## src/rtl/rr_arbiter_if.sv

```systemverilog
// rr_arbiter_if: request/grant bundle between requesters and the round-robin arbiter.
//   req          requester -> arbiter, per-requester request level
//   grant_ack    requester -> arbiter, single-cycle "current grant finished" pulse
//   grant        arbiter -> requester, one-hot grant vector
//   grant_index  arbiter -> requester, binary index of the granted requester
//   grant_valid  arbiter -> requester, high while a grant is active
interface rr_arbiter_if #(
    parameter int N  = 4,
    parameter int LN = (N > 1) ? $clog2(N) : 1
);
    logic [N-1:0]  req;
    logic          grant_ack;
    logic [N-1:0]  grant;
    logic [LN-1:0] grant_index;
    logic          grant_valid;

    modport master (output req, grant_ack, input grant, grant_index, grant_valid);
    modport slave  (input req, grant_ack, output grant, grant_index, grant_valid);
endinterface

```

## src/rtl/rr_arbiter.sv

```systemverilog
// rr_arbiter: registered round-robin arbiter for N requesters with optional grant locking.
//   clk    rising-edge clock
//   rst_n  asynchronous active-low reset
//   bus    rr_arbiter_if slave: req/grant_ack in, grant/grant_index/grant_valid out
module rr_arbiter #(
    parameter int N    = 4,
    parameter int LOCK = 1,
    localparam int LN  = (N > 1) ? $clog2(N) : 1
) (
    input logic   clk,
    input logic   rst_n,
    rr_arbiter_if.slave bus
);
    typedef enum logic {IDLE, GRANTED} state_t;

    state_t        state_q, state_d;
    logic [N-1:0]  grant_q, grant_d, mask_q, mask_d, rest, rel_mask;
    logic [LN-1:0] idx_q, idx_d;
    logic [N:0]    rel_span;
    logic [LN:0]   pick_idle, pick_rel;
    logic          release_now;

    // Returns {found, winner}: lowest masked request if any, else lowest request.
    function automatic logic [LN:0] pick(input logic [N-1:0] r, input logic [N-1:0] m);
        logic [N-1:0]  masked;
        logic [LN-1:0] lo_m, lo_r;
        masked = r & m;
        lo_m = '0;
        lo_r = '0;
        for (int i = N - 1; i >= 0; i--) begin
            if (masked[i]) lo_m = LN'(i);
            if (r[i]) lo_r = LN'(i);
        end
        return {|r, (|masked) ? lo_m : lo_r};
    endfunction

    // Mask after releasing idx_q: only bits strictly above it; N+1 bits so index N-1 wraps to 0.
    assign rel_span    = ((N + 1)'(2) << idx_q) - (N + 1)'(1);
    assign rel_mask    = ~rel_span[N-1:0];
    assign rest        = bus.req & ~grant_q;
    assign pick_idle   = pick(bus.req, mask_q);
    assign pick_rel    = pick(rest, rel_mask);
    assign release_now = (state_q == GRANTED) && ((LOCK == 0) || bus.grant_ack || !bus.req[idx_q]);

    always_comb begin
        state_d = state_q;
        grant_d = grant_q;
        idx_d   = idx_q;
        mask_d  = mask_q;
        if (state_q == IDLE) begin
            if (pick_idle[LN]) begin
                state_d = GRANTED;
                idx_d   = pick_idle[LN-1:0];
                grant_d = N'(1) << pick_idle[LN-1:0];
            end
        end else if (release_now) begin
            mask_d  = rel_mask;
            state_d = pick_rel[LN] ? GRANTED : IDLE;
            idx_d   = pick_rel[LN] ? pick_rel[LN-1:0] : '0;
            grant_d = pick_rel[LN] ? N'(1) << pick_rel[LN-1:0] : '0;
        end
    end

    always_ff @(posedge clk or negedge rst_n) begin
        if (!rst_n) begin
            state_q <= IDLE;
            grant_q <= '0;
            idx_q   <= '0;
            mask_q  <= '1;
        end else begin
            state_q <= state_d;
            grant_q <= grant_d;
            idx_q   <= idx_d;
            mask_q  <= mask_d;
        end
    end

    assign bus.grant       = grant_q;
    assign bus.grant_index = idx_q;
    assign bus.grant_valid = (state_q == GRANTED);
endmodule

```

## src/flat_wrapper.sv

```systemverilog
// flat-port wrapper written by rule: the top's interface ports become plain ports
module rr_arbiter_flat 
#(
    parameter int N    = 4,
    parameter int LOCK = 1,
    localparam int LN  = (N > 1) ? $clog2(N) : 1
)
  (clk, rst_n, bus_req, bus_grant_ack, bus_grant, bus_grant_index, bus_grant_valid);
  rr_arbiter_if #(.N(N)) bus_i ();
  input logic clk;
  input logic rst_n;
  input wire logic [$bits(bus_i.req)-1:0] bus_req;
  input wire logic [$bits(bus_i.grant_ack)-1:0] bus_grant_ack;
  output wire logic [$bits(bus_i.grant)-1:0] bus_grant;
  output wire logic [$bits(bus_i.grant_index)-1:0] bus_grant_index;
  output wire logic [$bits(bus_i.grant_valid)-1:0] bus_grant_valid;
  assign bus_i.req = bus_req;
  assign bus_i.grant_ack = bus_grant_ack;
  assign bus_grant = bus_i.grant;
  assign bus_grant_index = bus_i.grant_index;
  assign bus_grant_valid = bus_i.grant_valid;
  rr_arbiter #(.N(N), .LOCK(LOCK)) u_core (.clk(clk), .rst_n(rst_n), .bus(bus_i));
endmodule
```

## config.mk

```make
export PLATFORM = sky130hd
export DESIGN_NAME = rr_arbiter_flat
export DESIGN_NICKNAME = d
export VERILOG_FILES = /design/src/rtl/rr_arbiter_if.sv /design/src/rtl/rr_arbiter.sv /design/src/flat_wrapper.sv
export SDC_FILE = /design/constraint.sdc
export NUM_CORES = 1
export LEC_CHECK = 0
export ABC_CLOCK_PERIOD_IN_PS = 2000
export BUFFER_PORTS_ARGS = -buffer_cell sky130_fd_sc_hd__buf_2
export CORE_UTILIZATION = 53
export DETAILED_ROUTE_END_ITERATION = 6
export PLACE_DENSITY = 0.77
export SLEW_MARGIN = 25
export SYNTH_ARGS = -nofsm -noshare
export SYNTH_HDL_FRONTEND = slang
export SYNTH_SLANG_ARGS = --single-unit
```

## constraint.sdc

```tcl
create_clock -name clk -period 2 [get_ports clk]
set_input_delay 0 -clock clk [delete_from_list [all_inputs] [get_ports clk]]
set_output_delay 0 -clock clk [all_outputs]
set_load 0.03 [all_outputs]
```

* Word-level counts from Yosys, hierarchy flattened *
Cells that the tools add are included.

storage, ports and cells
  bits in registers = 11
  bits of input ports = 7
  output and inout port bits = 7

operators by class
  $add $sub $neg = 1
  magnitude comparators = 1
  equality and inequality tests = 1
  shifts and indexed selects = 3
  muxes and demuxes = 32
  bitwise operators = 5
  reductions and logical operators = 10

operator list
  kind                 count
  $mux 2               22
  $mux 4               4
  $reduce_or 4->1      4
  $and 4x4->4          3
  $not 4->4            2
  $shl 1x2->4 const A  2
  $mux 1               5
  $reduce_and 2->1     2
  $shl 2x2->4 const A  1
  $sub 4x2->4 const B  1
  $lt 2x3->1 const B   1
  $bmux 1 s2           1
  $ne 2x2->1 const B   1
  $reduce_bool 2->1    1
  $logic_and 1x1->1    1
  $logic_not 1->1      1
  $logic_or 1x1->1     1

* Logic depth before layout (Yosys ltp) *
  depth after elaboration = 13
  gate-level depth with buffers = 6
  depth with buffers taken out = 5

* Worst setup path before layout *
No wires, ideal clock.

  kind = register to register
  from = register u_core.idx_q[1], in the netlist u_core.bus.grant_index[1]
  to = register u_core.mask_q[1]
  setup time = 0.082 ns
  data arrival time = 1.810 ns
  required time = 1.918 ns
  slack = 0.108 ns
  cell stages (with the launch flop) = 5
  path buffers = 1
  period minus slack after synthesis = 1.892 ns
  cells stage by stage = dfrtp_1 -> buf_6 -> mux4_2 -> a21boi_4 -> mux2_2

between the ends
  word-level cells in the longest chain between the ends = 6
  elaborated cells on any way between the ends = 9

RTL lines
  item                                                                 RTL line          text
  start: declaration                                                   rr_arbiter.sv:18  logic [LN-1:0] idx_q, idx_d;
  start signal: assignment                                             rr_arbiter.sv:73  idx_q <= idx_d;
  parallel branches: the longest is 6 deep, another holds $sub 4x2->4  -
  end signal: assignment                                               rr_arbiter.sv:74  mask_q <= mask_d;
  end: declaration                                                     rr_arbiter.sv:17  logic [N-1:0] grant_q, grant_d, mask_q, mask_d, rest, rel_mask;

Parallel ways; which one is timed is not known. The select of a mux whose other input is x is not followed.
A chain may end at the register's enable or synchronous reset.

* Final worst setup path *
  from = register u_core.idx_q[1], in the netlist u_core.bus.grant_index[1]
  to = register u_core.idx_q[0], in the netlist u_core.bus.grant_index[0]

between the ends
  word-level cells in the longest chain between the ends = 12
  elaborated cells on any way between the ends = 20

RTL lines
  item                  RTL line          text
  $shl 2x2->4           rr_arbiter.sv:38  assign rel_span = ((N + 1)'(2) << idx_q) - (N + 1)'(1);
  $sub 4x2->4           rr_arbiter.sv:38
  $not 4->4             rr_arbiter.sv:39  assign rel_mask = ~rel_span[N-1:0];
  $and 4x4->4           rr_arbiter.sv:27  masked = r & m;
  $mux 2 (4 in series)  rr_arbiter.sv:31  if (masked[i]) lo_m = LN'(i);
  $mux 2                rr_arbiter.sv:34  return {|r, (|masked) ? lo_m : lo_r};
  $mux 2                rr_arbiter.sv:59  idx_d = pick_rel[LN] ? pick_rel[LN-1:0] : '0;
  $mux 2                rr_arbiter.sv:56  end else if (release_now) begin
  $mux 2                rr_arbiter.sv:50  if (state_q == IDLE) begin

Parallel ways exist; a longest one is shown, timed or not. The select of a mux whose other input is x is not followed.

==> reports/qor.tcl <==
set qor(layout.filler_cells) 106
set qor(layout_cells_sized_above_1_pct) 29.3
set qor(commonest_cells_after_routing_fill_and_taps_aside) {buf_2, nor2_1, nand2_1, a31oi_1, dfrtp_1}
set qor(worst_path_largest_cell_delay_ns) 0.58
set qor(timing.max_slew.rel_slack_pct) 70.3
set qor(floorplan.die_area_sq_mm) 0.00159
set qor(wirelength_um) 1900
set qor(worst_path_max_delay_cell) {mux4_2}
set qor(detail_route.first_pass.iterations) 4
set qor(criticalPathCategory) {register to register}
set qor(cts_resized) 0
set qor(io_pins) 14
set qor(maximum_fanout_count_along_the_critical_path) 12
set qor(timing.final.crit_share_pct) 84.1
set qor(critPathArrivalTime_ns) 1.87
set qor(max_cap_violations) 0
set qor(power_density_mw_per_mm2) 1650
set qor(first_global_vias) 638
set qor(net_count_reported_at_finish) 107
set qor(total_power_mw) 1.43
set qor(final_core_utilization_pct) 65.9
set qor(timing.setup.tns_ns) 0
set qor(final.min_clock_period_ns) 1.68
set qor(detailed_place_hpwl_um) 1400
set qor(avgSynthCellArea_sq_um) 9.28
set qor(timing.fmax_mhz) 594
set qor(synth_fp_nets) 89
set qor(hold_violations) 0
set qor(tightest_slew_ns) 0.443
set qor(ir_drop_mv) 0.805
set qor(globalRouteTotalUtil_pct) 28.7
set qor(cts_root_buf) {clkbuf_4}
set qor(clock_tree_from_tritoncts) {yes}
set qor(row_count) 13
set qor(synth_enable_flop_cells) 0
set qor(cts_htree_levels) 1
set qor(postLayoutCellArea_sq_um) 868
set qor(via_per_inst) 6.54
set qor(place_congestion) 0.907
set qor(clock_tree.buffer_depth) 2
set qor(layout_commonest_cell) {buf_2}
set qor(start_util_pct) 57.7
set qor(outcome) {completed}
set qor(synth.ff_latch_count) 11
set qor(postRouteAntennaNets) 0
set qor(grt_antenna_before_repair) 0
set qor(numCtsBuffers) 3
set qor(antenna_cells_inserted) 0
set qor(die_width_um) 39.9
set qor(grt_first_pass_wirelength_um) 2890
set qor(maximum_number_of_pins_on_one_net_before_global_route_repair) 13
set qor(core_area_sq_mm) 0.00132
set qor(area_growth_pct) 14.1
set qor(place_area_sq_um) 832
set qor(clock_insertion_delay_worst_skew_ns) 0.28
set qor(grt_overflow_total) 0
set qor(syn_area_sq_um) 761
set qor(p_leak_nw) 0.366
set qor(synth_ff_type) {dfrtp_1}
set qor(timing.critical_path.from_type) {register}
set qor(path_clk_slew_ns) 0.07
set qor(numPortBuffers) 13
set qor(ys_seq_area_share_pct) 36.8
set qor(wp_data_required_ns) 2.19
set qor(die-height_um) 39.9
set qor(hp-class) {primary input to asynchronous set/reset pin}
set qor(unrepaired_setup_endpoints_after_global_routing) {false}
set qor(skew_ns) 0.00576
set qor(timing.critical_path.to_type) {register}
set qor(via_count) 746
set qor(worst-r2r-setup-slack_ns) 0.32
set qor(route.detailed.wl_per_inst_um) 16.7
set qor(setup_violations) 0
set qor(synth.lib_cells_used.distinct) 32
set qor(crit_path_cell_trace) {mux4_2, a31oi_4, nor2_1, a31oi_1}
set qor(initialDrtViolationCount) 42
set qor(post_synth_inst_count) 82
set qor(drv_slew) 0
set qor(route.detailed.drc) 0
set qor(clkSinkCount) 11
set qor(number_of_warnings_printed_during_yosys_synthesis) 0
set qor(share_of_async_settable_or_async_resettable_flops_after_synthesis_pct) 100
## path summary, 6_finish.rpt
path	start	end	depth (start not counted)
max	u_core.bus.grant_index[1]	u_core.bus.grant_index[0]	4
min	rst_n	u_core.bus.grant_valid	2
max reg2reg	u_core.bus.grant_index[1]	u_core.bus.grant_index[0]	4
min reg2reg	u_core.mask_q[0]	u_core.mask_q[0]	1
max in group asynchronous	rst_n	u_core.mask_q[3]	2
min in group clk	bus_grant_ack	u_core.mask_q[0]	4
## what timing repair did
item / in CTS / in global routing
setup endpoints to repair: 0 / 0
buffers inserted: 0 / 0
hold buffers: 1 / 0
hold endpoints to repair: 11 / 0
## cell families (layout without fill, tap and decap cells)
| group | count (synthesis) | count (layout) | share of synthesized area [%] |
|---|---|---|---|
| simple gates | 33 | 33 | 22.5 |
| compound gates | 29 | 29 | 30.1 |
| flops | 11 | 11 | 36.8 |
| buf+inv | 7 | 24 | 6.08 |
| mux | 2 | 2 | 4.44 |
## synthesized netlist by cell type, types with 2 or more instances
cell type  instances  share of area (%)
buf_6              2                3.0
nor2_1            10                4.9
nand2_1            7                3.5
a21oi_1            5                3.3
dfrtp_1            7                 23
o221ai_1           2                2.3
nand2b_1           4                3.3
o21ai_0            4                2.6
nor2b_1            5                4.1
dfstp_2            4                 14
nand4_1            2                1.6
inv_1              3                1.5
a31oi_1            7                5.8
a31oi_2            2                3.3
## metrics by stage
stage	hold WS (ns)	std cells	setup WS (ns)
floorplan	-0.296	82	0.108
global placement	-0.122	109	0.387
detailed placement	-0.117	109	0.348
CTS	0.123	114	0.324
global route	0.154	114	0.205
finish	0.122	114	0.318
## layer usage
metal / vias up / global-route usage [%] / routed length [um] / share of wire [%]
met4: 0 / 17.2 / 51 / 2.7
li1: 341 / - / - / -
met2: 38 / 44.8 / 918 / 48
met3: 9 / 6.82 / 124 / 6.5
met5: - / 0 / 0 / 0
met1: 358 / 35.0 / 806 / 42
## worst max-delay path: cells and delay by family (launching register included)
kind               cells  cell delay, ns
DFF                    1            0.37
muxes                  1            0.58
and+or+nand+nor        1            0.08
AOI/OAI and AO/OA      2            0.57
## where the power goes
group | switching, mW | total [mW] | leakage [nW] | internal, mW
clock network | 0.0785 | 0.156 | 0.0150 | 0.0774
logic | 0.519 | 0.845 | 0.226 | 0.326
registers | 0.0903 | 0.428 | 0.125 | 0.338
## cell type report
cell class / count / area, sq um / area share [%]
repair buffers: 17 / 97.6 / 11.2
multi-input cells: 64 / 434 / 50.0
well taps: 15 / 18.8 / 2.16
flip-flops and latches: 11 / 280 / 32.3
clock buffers: 4 / 26.3 / 3.03
inverters: 3 / 11.3 / 1.30
## state kept, by name (all words and copies together), names as in the netlist
name	count
u_core.mask_q	4
u_core.bus.grant_index	2
u_core.bus.grant_valid	1
u_core.bus.grant	4
No activity file was read; power rests on OpenSTA's default activity.
